==> config.mk <==
export PLATFORM = sky130hd
export DESIGN_NAME = game_mm_responder
export DESIGN_NICKNAME = d
export VERILOG_FILES = /design/src/rtl/game_mm_pkg.sv /design/src/rtl/game_cmd_fifo.sv /design/src/rtl/game_mm_responder.sv
export SDC_FILE = /design/constraint.sdc
export NUM_CORES = 1
export LEC_CHECK = 0
export ABC_AREA = 1
export CAP_MARGIN = 10
export CORE_UTILIZATION = 45
export DETAILED_ROUTE_END_ITERATION = 16
export PLACE_DENSITY = 0.58
export SKIP_CTS_REPAIR_TIMING = 1
export SLEW_MARGIN = 20
export SYNTH_ARGS = -nofsm -noshare
export SYNTH_HDL_FRONTEND = slang
export SYNTH_HIERARCHICAL = 1
export SYNTH_SLANG_ARGS = --single-unit
==> constraint.sdc <==
create_clock -name clk -period 34.6 [get_ports clk]
set_input_delay 8.65 -clock clk [delete_from_list [all_inputs] [get_ports clk]]
set_output_delay 8.65 -clock clk [all_outputs]
set_load 0.01 [all_outputs]
==> src/rtl/game_mm_pkg.sv <==
// Shared constants for the game register block: word addresses, CTRL and
// CMD_STAT bit positions, the default ID word and a byte-lane merge helper.
package game_mm_pkg;

    localparam logic [4:0] ADDR_ID           = 5'd0;
    localparam logic [4:0] ADDR_CTRL         = 5'd1;
    localparam logic [4:0] ADDR_BTN_LEVEL    = 5'd2;
    localparam logic [4:0] ADDR_BTN_EDGE     = 5'd3;
    localparam logic [4:0] ADDR_SCORE        = 5'd4;
    localparam logic [4:0] ADDR_TICK         = 5'd5;
    localparam logic [4:0] ADDR_CMD_PUSH     = 5'd6;
    localparam logic [4:0] ADDR_CMD_STAT     = 5'd7;
    localparam logic [4:0] ADDR_SCRATCH_BASE = 5'd8;

    localparam int CTRL_TICK_EN  = 0;
    localparam int CTRL_TICK_CLR = 1;
    localparam int CTRL_IRQ_LSB  = 8;
    localparam int CTRL_IRQ_MSB  = 12;

    localparam int STAT_FULL     = 8;
    localparam int STAT_EMPTY    = 9;
    localparam int STAT_OVERFLOW = 31;

    localparam logic [31:0] DEFAULT_ID_VALUE = 32'h47414D45;

    // Replace only the byte lanes whose enable bit is set.
    function automatic logic [31:0] byte_merge(input logic [31:0] cur,
                                               input logic [31:0] wdata,
                                               input logic [3:0]  be);
        logic [31:0] r;
        r = cur;
        for (int i = 0; i < 4; i++) begin
            if (be[i]) begin
                r[8*i +: 8] = wdata[8*i +: 8];
            end
        end
        return r;
    endfunction

endpackage

==> src/rtl/game_cmd_fifo.sv <==
// First-word fall-through command FIFO; a pop on a full FIFO frees the slot
// for a same-cycle push, and a refused push is reported on overflow_set.
module game_cmd_fifo
    import game_mm_pkg::*;
#(
    parameter int FIFO_DEPTH = 16,
    parameter int DATA_W     = 32
) (
    input  logic              clk,
    input  logic              reset,
    input  logic              push,
    input  logic [DATA_W-1:0] push_data,
    input  logic              pop,
    output logic [DATA_W-1:0] head_data,
    output logic [6:0]        level,
    output logic              full,
    output logic              empty,
    output logic              overflow_set
);

    localparam int PTR_W = $clog2(FIFO_DEPTH);

    logic [DATA_W-1:0] mem [FIFO_DEPTH];
    logic [PTR_W-1:0]  wr_ptr;
    logic [PTR_W-1:0]  rd_ptr;
    logic [6:0]        count;
    logic              do_push;
    logic              do_pop;

    assign empty        = (count == 7'd0);
    assign full         = (count == 7'(FIFO_DEPTH));
    assign do_pop       = pop && !empty;
    assign do_push      = push && (!full || do_pop);
    assign overflow_set = push && full && !do_pop;
    assign head_data    = empty ? '0 : mem[rd_ptr];
    assign level        = count;

    always_ff @(posedge clk or posedge reset) begin
        if (reset) begin
            wr_ptr <= '0;
            rd_ptr <= '0;
            count  <= '0;
        end else begin
            if (do_push) begin
                wr_ptr <= wr_ptr + 1'b1;
            end
            if (do_pop) begin
                rd_ptr <= rd_ptr + 1'b1;
            end
            case ({do_push, do_pop})
                2'b10:   count <= count + 7'd1;
                2'b01:   count <= count - 7'd1;
                default: count <= count;
            endcase
        end
    end

    always_ff @(posedge clk) begin
        if (do_push) begin
            mem[wr_ptr] <= push_data;
        end
    end

endmodule

==> src/rtl/game_mm_responder.sv <==
// Avalon-MM register block for the game: ID, control, buttons, score, tick
// counter, scratch words and a command FIFO toward game logic.
module game_mm_responder
    import game_mm_pkg::*;
#(
    parameter int          FIFO_DEPTH = 16,
    parameter int          TICK_DIV   = 50000,
    parameter logic [31:0] ID_VALUE   = DEFAULT_ID_VALUE
) (
    input  logic        clk,
    input  logic        reset,
    input  logic [4:0]  avs_address,
    input  logic [3:0]  avs_byteenable,
    input  logic [31:0] avs_writedata,
    input  logic        avs_read,
    input  logic        avs_write,
    output logic [31:0] avs_readdata,
    input  logic [4:0]  btn_in,
    output logic [31:0] cmd_data,
    output logic        cmd_valid,
    input  logic        cmd_ready,
    output logic        irq
);

    localparam int PRE_W = $clog2(TICK_DIV);

    logic             wr_ctrl, wr_edge, wr_score, wr_push, wr_stat, wr_scratch;
    logic             tick_clr;
    logic             tick_en;
    logic [4:0]       irq_mask;
    logic [4:0]       btn_meta, btn_sync, btn_prev, btn_rise, btn_edge, edge_clr;
    logic [31:0]      score;
    logic [31:0]      tick;
    logic [PRE_W-1:0] prescale;
    logic [31:0]      scratch [8];
    logic             overflow, ovf_set, ovf_clr;
    logic [6:0]       fifo_level;
    logic             fifo_full, fifo_empty;
    logic [31:0]      rd_mux;

    assign wr_ctrl    = avs_write && (avs_address == ADDR_CTRL);
    assign wr_edge    = avs_write && (avs_address == ADDR_BTN_EDGE);
    assign wr_score   = avs_write && (avs_address == ADDR_SCORE);
    assign wr_push    = avs_write && (avs_address == ADDR_CMD_PUSH);
    assign wr_stat    = avs_write && (avs_address == ADDR_CMD_STAT);
    assign wr_scratch = avs_write && (avs_address[4:3] == ADDR_SCRATCH_BASE[4:3]);

    assign tick_clr = wr_ctrl && avs_byteenable[0] && avs_writedata[CTRL_TICK_CLR];
    assign edge_clr = (wr_edge && avs_byteenable[0]) ? avs_writedata[4:0] : 5'd0;
    assign ovf_clr  = wr_stat && avs_byteenable[3] && avs_writedata[STAT_OVERFLOW];
    assign btn_rise = btn_sync & ~btn_prev;

    always_ff @(posedge clk or posedge reset) begin
        if (reset) begin
            tick_en  <= 1'b0;
            irq_mask <= '0;
        end else if (wr_ctrl) begin
            if (avs_byteenable[0]) begin
                tick_en <= avs_writedata[CTRL_TICK_EN];
            end
            if (avs_byteenable[1]) begin
                irq_mask <= avs_writedata[CTRL_IRQ_MSB:CTRL_IRQ_LSB];
            end
        end
    end

    // Two-flop synchroniser, then edge capture where a new edge beats a clear.
    always_ff @(posedge clk or posedge reset) begin
        if (reset) begin
            btn_meta <= '0;
            btn_sync <= '0;
            btn_prev <= '0;
            btn_edge <= '0;
            irq      <= 1'b0;
        end else begin
            btn_meta <= btn_in;
            btn_sync <= btn_meta;
            btn_prev <= btn_sync;
            btn_edge <= (btn_edge & ~edge_clr) | btn_rise;
            irq      <= |(btn_edge & irq_mask);
        end
    end

    always_ff @(posedge clk or posedge reset) begin
        if (reset) begin
            score <= '0;
            for (int i = 0; i < 8; i++) begin
                scratch[i] <= '0;
            end
        end else begin
            if (wr_score) begin
                score <= byte_merge(score, avs_writedata, avs_byteenable);
            end
            if (wr_scratch) begin
                scratch[avs_address[2:0]] <= byte_merge(scratch[avs_address[2:0]],
                                                        avs_writedata, avs_byteenable);
            end
        end
    end

    // A clear request wins over a terminal-count increment in the same cycle.
    always_ff @(posedge clk or posedge reset) begin
        if (reset) begin
            prescale <= '0;
            tick     <= '0;
        end else if (tick_clr) begin
            prescale <= '0;
            tick     <= '0;
        end else if (tick_en) begin
            if (prescale == PRE_W'(TICK_DIV - 1)) begin
                prescale <= '0;
                tick     <= tick + 32'd1;
            end else begin
                prescale <= prescale + 1'b1;
            end
        end
    end

    always_ff @(posedge clk or posedge reset) begin
        if (reset) begin
            overflow <= 1'b0;
        end else if (ovf_set) begin
            overflow <= 1'b1;
        end else if (ovf_clr) begin
            overflow <= 1'b0;
        end
    end

    game_cmd_fifo #(
        .FIFO_DEPTH (FIFO_DEPTH),
        .DATA_W     (32)
    ) u_cmd_fifo (
        .clk          (clk),
        .reset        (reset),
        .push         (wr_push),
        .push_data    (avs_writedata),
        .pop          (cmd_ready),
        .head_data    (cmd_data),
        .level        (fifo_level),
        .full         (fifo_full),
        .empty        (fifo_empty),
        .overflow_set (ovf_set)
    );

    assign cmd_valid = !fifo_empty;

    always_comb begin
        rd_mux = '0;
        case (avs_address)
            ADDR_ID:        rd_mux = ID_VALUE;
            ADDR_CTRL: begin
                rd_mux[CTRL_TICK_EN]                = tick_en;
                rd_mux[CTRL_IRQ_MSB:CTRL_IRQ_LSB]   = irq_mask;
            end
            ADDR_BTN_LEVEL: rd_mux[4:0] = btn_sync;
            ADDR_BTN_EDGE:  rd_mux[4:0] = btn_edge;
            ADDR_SCORE:     rd_mux = score;
            ADDR_TICK:      rd_mux = tick;
            ADDR_CMD_STAT: begin
                rd_mux[6:0]           = fifo_level;
                rd_mux[STAT_FULL]     = fifo_full;
                rd_mux[STAT_EMPTY]    = fifo_empty;
                rd_mux[STAT_OVERFLOW] = overflow;
            end
            default: begin
                if (avs_address[4:3] == ADDR_SCRATCH_BASE[4:3]) begin
                    rd_mux = scratch[avs_address[2:0]];
                end
            end
        endcase
    end

    // Read data is captured from pre-write state and held until the next read.
    always_ff @(posedge clk or posedge reset) begin
        if (reset) begin
            avs_readdata <= '0;
        end else if (avs_read) begin
            avs_readdata <= rd_mux;
        end
    end

endmodule

=== Word-level counts from Yosys, hierarchy flattened ===
Memories as Yosys holds them, arrays and structs flattened.
Index checks and enable logic that the tools add are counted.

* Latch bits: 0
* Register bits: 411
* Memory bits (writable): 512
* Memory bits (read-only): 0
* Memories: 1
* Logic and storage cells: 130

{| class="wikitable"
|+ Memories
! memory !! words !! bits a word !! read ports !! clocked after memory_dff !! wr ports !! RTL line !! source
|-
| u_cmd_fifo.mem || 16 || 32 || 1 || 0 || 1 || game_cmd_fifo.sv:23 || <nowiki>logic [DATA_W-1:0] mem [FIFO_DEPTH];</nowiki>
|}

* Divide/modulo/power cells: 0
* Muxes and demuxes: 36
* Reduce and logical (&&, ||, !) cells: 40
* Equal/unequal tests: 12
* Multiply operators: 0
* Bitwise logic cells: 7
* Shifts and indexed selects: 0
* $lt $le $gt $ge: 2
* Add/subtract/negate cells: 6

{| class="wikitable"
|+ Operators with widths
! operator !! number
|-
| 256-bit bitwise mux || 1
|-
| 32-bit 2-to-1 mux || 8
|-
| 32-bit binary-select mux with 3-bit select || 1
|-
| 32-bit demux with 3-bit select || 1
|-
| 18-bit case mux with 4 select lines || 1
|-
| 8-bit 2-to-1 mux || 8
|-
| 16-bit 2-to-1 mux || 3
|-
| 32-bit by 1-bit adder with 32-bit output, second input constant || 1
|-
| 4-bit case mux with 7 select lines || 1
|-
| 5-bit by 3-bit == test with 1-bit output, second input constant || 4
|-
| 16-bit by 1-bit adder with 16-bit output, second input constant || 1
|-
| 16-bit == test, second input constant || 1
|-
| 1-bit logical AND || 16
|-
| 5-bit bitwise AND || 3
|-
| 3-bit case mux with 5 select lines || 1
|-
| 7-bit case mux with 2 select lines || 1
|-
| 2-bit AND reduction || 7
|-
| 2-bit case mux with 6 select lines || 1
|-
| 5-bit by 2-bit == test with 1-bit output, second input constant || 2
|-
| 5-bit NOT || 2
|-
| 2-bit case mux with 5 select lines || 1
|-
| 5-bit OR reduction || 2
|-
| 4-bit by 1-bit adder with 4-bit output, second input constant || 2
|-
| 2-bit nonzero test || 4
|-
| other kinds (22) || 30
|}

=== Logic depth before layout (Yosys ltp) ===
* Word-level depth: 7
* Mapped depth: 18
* Mapped depth without buffers: 17

=== Hierarchy ===
The synthesis kept the hierarchy.

{| class="wikitable"
|+ Modules (own cells, without submodules)
! module !! cells each !! area an instance (µm²) !! times used
|-
| game_cmd_fifo || 1828 || 21734.6 || 1
|-
| game_mm_responder || 2726 || 20036.7 || 1
|}

=== Worst setup path after synthesis ===
Ideal clock, no wire load.

* Path type: input to register
* Start: input port avs_address[1]
* End: memory u_cmd_fifo.mem[0][0] (enable)
* Stages: 10
* Library setup time: 421 ps
* Setup slack: 22918 ps
* Buffers on the path: 2
* Arrival time: 11261 ps
* Path through: buf_4 > inv_4 > nor2_4 > buf_2 > nand3_1 > nor2_1 > inv_1 > nor2_8 > nand2_1 > nor2_1

* Longest elaborated chain between the ends: 5

{| class="wikitable"
|+ Ends and longest elaborated chain
! what !! RTL line !! source
|-
| from (decl) || game_mm_responder.sv:12 || <nowiki>input logic [4:0] avs_address,</nowiki>
|-
| 5-bit by 3-bit == test with 1-bit output || game_mm_responder.sv:44 || <nowiki>assign wr_push = avs_write && (avs_address == ADDR_CMD_PUSH);</nowiki>
|-
| 1-bit logical AND || game_mm_responder.sv:44 ||
|-
| net wr_push || game_mm_responder.sv:27 || <nowiki>logic wr_ctrl, wr_edge, wr_score, wr_push, wr_stat, wr_scratch;</nowiki>
|-
| 1-bit logical AND || game_cmd_fifo.sv:33 || <nowiki>assign do_push = push && (!full || do_pop);</nowiki>
|-
| 1-bit 2-to-1 mux || game_cmd_fifo.sv:59 || <nowiki>if (do_push) begin</nowiki>
|-
| 1-bit 2-to-1 mux (not written as such) || game_cmd_fifo.sv:60 || <nowiki>mem[wr_ptr] <= push_data;</nowiki>
|-
| to (decl) || game_cmd_fifo.sv:23 ||
|}

The timed path passes the listed nets, and every way through them passes these cells.

=== Worst setup path in the final report ===
* Start: register u_cmd_fifo.rd_ptr[0]
* End: output port cmd_data[13]

* Longest elaborated chain between the ends: 2

{| class="wikitable"
|+ Ends and longest elaborated chain
! what !! RTL line !! source
|-
| from (decl) || game_cmd_fifo.sv:25 || <nowiki>logic [PTR_W-1:0] rd_ptr;</nowiki>
|-
| from (signal assigned) || game_cmd_fifo.sv:48 || <nowiki>rd_ptr <= rd_ptr + 1'b1;</nowiki>
|-
| memory read 16 x 32 bit || -- ||
|-
| 32-bit 2-to-1 mux || game_cmd_fifo.sv:35 || <nowiki>assign head_data = empty ? '0 : mem[rd_ptr];</nowiki>
|-
| to (decl) || game_mm_responder.sv:19 || <nowiki>output logic [31:0] cmd_data,</nowiki>
|}

No other way between the ends.

==> Flow_metrics.wiki <==
{| class="wikitable"
! Metric !! Value
|-
| Layout Nets || 4,672
|-
| Worst min-delay path class || reg -> reg
|-
| TritonCTS clock tree || yes
|-
| Run status || finished, final reports clean
|-
| Warnings from Yosys || 6
|-
| Worst hold slack || 0.346 ns
|-
| DIE AREA || 94,000 um2
|-
| Largest net degree at the start of global routing || 166
|-
| Type of origin of the critical path || flop
|-
| Antenna violations before repair || 0
|-
| Routed wirelength normalized by instance count || 21.4 um
|-
| Initial Util || 45.5%
|-
| Static Leakage || 20.2 nW
|-
| Final wirelength || 127,000 um
|-
| Clock sink count || 923
|-
| # diodes || 0
|-
| Sequential-to-total area share from yosys stat || 61.4%
|-
| Remaining number of nets flagged by the antenna check after routing || 0
|-
| Sum of negative setup slack || 0 ns
|-
| Max-Slew Margin vs Limit || 25.4%
|-
| Transition time at the pin with the least slew margin || 1.12 ns
|-
| Relative area change from synthesis to final layout || 13.7%
|-
| Number of max-cap violations || 0
|-
| Worst-case vdd ir drop || 0.0000603 V
|-
| Standard cell area after detailed placement || 44,000 um2
|-
| GRT Overall Usage || 27.1%
|-
| Synth top area share || 36.8%
|-
| Top fanout value on the critical path || 92
|-
| DRC errors left || 0
|-
| Chip Width || 307 um
|-
| DP Wirelength || 73,100 um
|-
| Final total power || 0.00330 W
|-
| Reg power frac || 40.3%
|-
| Switching portion of total power || 33.4%
|-
| Power dissipated by switching net loads || 0.00110 W
|-
| Final cell area excluding filler cells || 47,500 um2
|-
| First-pass detailed-route iteration total || 6
|-
| Vertical extent of the die || 307 um
|-
| Reg-to-reg endpoint || u_cmd_fifo/level[6]$_DFFE_PP0P_
|-
| I/O Buffers || 116
|-
| RSZ-0062 raised after global routing || no
|-
| Data required time at the worst endpoint || 25.95 ns
|-
| Arrival time at the worst endpoint || 5.03 ns
|-
| Power per cell area || 69.4 nW/um2
|-
| Synth Cell Area || 41,800 um2
|-
| Clock skew || 0.0260 ns
|-
| DR iter-0 viols || 3,208
|-
| Global placer's final weighted congestion || 0.862
|-
| Average instance area after synthesis || 9.17 um2
|-
| Share of the clock period used by the worst path || 39.5%
|-
| Logic pwr share || 26.2%
|-
| Number of unique standard cell types used by synthesis || 42
|-
| I/O pin count || 117
|-
| Instance count of the mapped netlist || 4,554
|-
| Routed via count || 32,800
|-
| Number of levels the H-tree was split into || 3
|-
| Type of the worst setup path || reg -> out
|-
| Synthesized net count || 4,618
|-
| Share of total power in the clock network || 33.6%
|-
| Slack of the worst reg-to-reg path || 31.33 ns
|-
| Min-Delay Path Depth || 0
|-
| Cell types with the largest area share after synthesis || sky130_fd_sc_hd__edfxtp_1 37%, sky130_fd_sc_hd__dfrtp_1 25%, sky130_fd_sc_hd__nand2_1 17%, sky130_fd_sc_hd__nand3_1 9.1%, sky130_fd_sc_hd__buf_2 1.5%
|-
| Number of fill cells || 8,468
|-
| Clock slew at reported path FFs || 0.06 ns
|-
| Minimum clock period after layout || 13.68 ns
|-
| Maximum buffer depth of the clock tree || 3
|-
| Seq cells post-synth || 923
|-
| Endpoints failing hold || 0
|-
| Clock insertion delay at the later pin of the skew report || 0.69 ns
|-
| R2R cell count || 14
|-
| Int Power || 0.00220 W
|-
| Startpoint of the tightest hold check path || btn_meta[4]$_DFF_PP0_
|-
| Max Clock Freq || 73.1 MHz
|-
| Worst setup EP type || output port
|-
| # setup viols final || 0
|-
| Post-Place Worst Slack || 21.55 ns
|-
| Cell type contributing the most total cell area after synthesis || sky130_fd_sc_hd__edfxtp_1
|-
| Number of pins exceeding their max-slew limit in the final report || 0
|-
| Number of global-route vias before repair || 31,400
|-
| Placeable core region || 91,800 um2
|-
| Clock root buffer || sky130_fd_sc_hd__clkbuf_16
|-
| Number of CTS-inserted buffers || 100
|-
| Fraction of final layout cells with drive strength greater than 1 || 7.27%
|-
| Global-route wire length before repair || 194,000 um
|-
| Reg-to-reg critical path startpoint || u_cmd_fifo/level[5]$_DFFE_PP0P_
|-
| Endpoint with the worst hold slack || btn_sync[4]$_DFF_PP0_
|-
| Drt via density || 5.52
|-
| Least setup slack across all paths after layout || 20.92 ns
|-
| Floorplan row count || 111
|-
| Final global-route overflow total || 0
|}
metal layers:
| metal | up-vias | wire length, um | track usage [%] |
|---|---|---|---|
| li1 | 15300 | - | - |
| met1 | 16000 | 54800 | 37.7 |
| met3 | 233 | 9670 | 4.19 |
| met4 | 0 | 3570 | 8.60 |
| met2 | 1295 | 59000 | 43.6 |
| met5 | - | 0 | 0 |
Yosys cell counts, drive strengths merged:
cell type,number
buf,200
xnor2,1
nand3b,7
nand3,759
nor2,180
or2,4
edfxtp,512
a21oi,77
a221oi,1
clkbuf,37
ha,12
a31oi,1
a22oi,1
nand2,1947
dfrtp,411
inv,157
nor3,20
fa,1
clkinv,1
xor2,16
a21o,1
o21ai,128
nand4,80
placed cells by master, fill, tap and decap left out, types with 16 or more instances in the layout:
master / instances
sky130_fd_sc_hd__nand2_1: 1905
sky130_fd_sc_hd__nand3_1: 757
sky130_fd_sc_hd__edfxtp_1: 512
sky130_fd_sc_hd__dfrtp_1: 407
sky130_fd_sc_hd__nor2_1: 147
sky130_fd_sc_hd__inv_1: 137
sky130_fd_sc_hd__clkdlybuf4s50_1: 114
sky130_fd_sc_hd__clkbuf_16: 102
sky130_fd_sc_hd__o21ai_0: 99
sky130_fd_sc_hd__nand4_1: 79
sky130_fd_sc_hd__a21oi_1: 77
sky130_fd_sc_hd__buf_4: 56
sky130_fd_sc_hd__nand2_2: 38
sky130_fd_sc_hd__nor2_4: 28
sky130_fd_sc_hd__o21ai_1: 27
sky130_fd_sc_hd__clkbuf_1: 21
sky130_fd_sc_hd__clkinv_2: 19
sky130_fd_sc_hd__nor3_1: 18
sky130_fd_sc_hd__inv_2: 16
sky130_fd_sc_hd__xor2_1: 16
worst max-delay path, cell delays in order, from the launching register on:
cell                              delay [ns]
sky130_fd_sc_hd__dfrtp_4                1.03
sky130_fd_sc_hd__buf_4                  0.94
sky130_fd_sc_hd__buf_4                  0.89
sky130_fd_sc_hd__nand2_1                0.12
sky130_fd_sc_hd__nand3_1                0.13
sky130_fd_sc_hd__nand3_1                0.09
sky130_fd_sc_hd__nand2_1                0.10
sky130_fd_sc_hd__nand2_1                0.06
sky130_fd_sc_hd__a21oi_1                0.28
sky130_fd_sc_hd__clkdlybuf4s50_1        0.59
power groups by stage:
stage,logic (W),registers [W],clock network (W)
6_report,0.000862,0.00133,0.00111
5_1_grt,0.000957,0.00134,0.00116
4_1_cts,0.000868,0.00133,0.00112
3_5_place_dp,0.000864,0.00135,0
3_3_place_gp,0.000859,0.00135,0
2_1_floorplan,0.000612,0.00130,0
through the flow:
stage | utilization, % | cells
3_5_place_dp | 47.9 | 5746
5_1_grt | 51.7 | 5933
3_3_place_gp | 47.6 | 5734
4_1_cts | 51.7 | 5930
2_1_floorplan | - | 4554
6_report | 51.7 | 5933
layout make-up:
class / instances / area, um2 / area share [%]
inverter: 158 / 613 / 1.29
timing repair buffer: 189 / 1970 / 4.15
sequential: 923 / 25700 / 54.0
clock inverter: 46 / 579 / 1.22
tap: 1243 / 1560 / 3.27
clock buffer: 138 / 2840 / 5.97
multi-input combinational: 3236 / 14300 / 30.0
kinds of logic (layout without fill, tap and decap cells):
kind of cell    count (synthesis)  after routing  share of synthesized area (%)
compound gates                209            209                           2.55
flops                         923            923                           61.4
xor+xnor                       17             17                          0.356
simple gates                 2997           2997                           30.6
fa+ha+maj                      13             13                          0.407
buf+inv                       395            531                           4.70
worst max path at each step:
stage | from | cells after the start | slack, ns | to
final | u_cmd_fifo/rd_ptr[0]$_DFFE_PP0N_ | 9 | 20.92 | cmd_data[13]
after global routing | u_cmd_fifo/rd_ptr[0]$_DFFE_PP0N_ | 9 | 20.54 | cmd_data[31]
after CTS | u_cmd_fifo/rd_ptr[0]$_DFFE_PP0N_ | 9 | 20.80 | cmd_data[12]
after detailed placement | u_cmd_fifo/rd_ptr[0]$_DFFE_PP0N_ | 9 | 21.55 | cmd_data[12]
after global placement | u_cmd_fifo/rd_ptr[0]$_DFFE_PP0N_ | 9 | 21.58 | cmd_data[12]
after floorplan | reset | 1 | 14.94 | avs_readdata[0]$_DFFE_PP0P_
flip-flops by register name, indices dropped and copies added, names as in the netlist, 7 cells and up:
| signal | count |
|---|---|
| avs_readdata | 32 |
| scratch | 256 |
| prescale | 16 |
| u_cmd_fifo/mem | 512 |
| tick | 32 |
| score | 32 |
| u_cmd_fifo/level | 7 |
No activity file was read; power rests on OpenSTA's default activity.
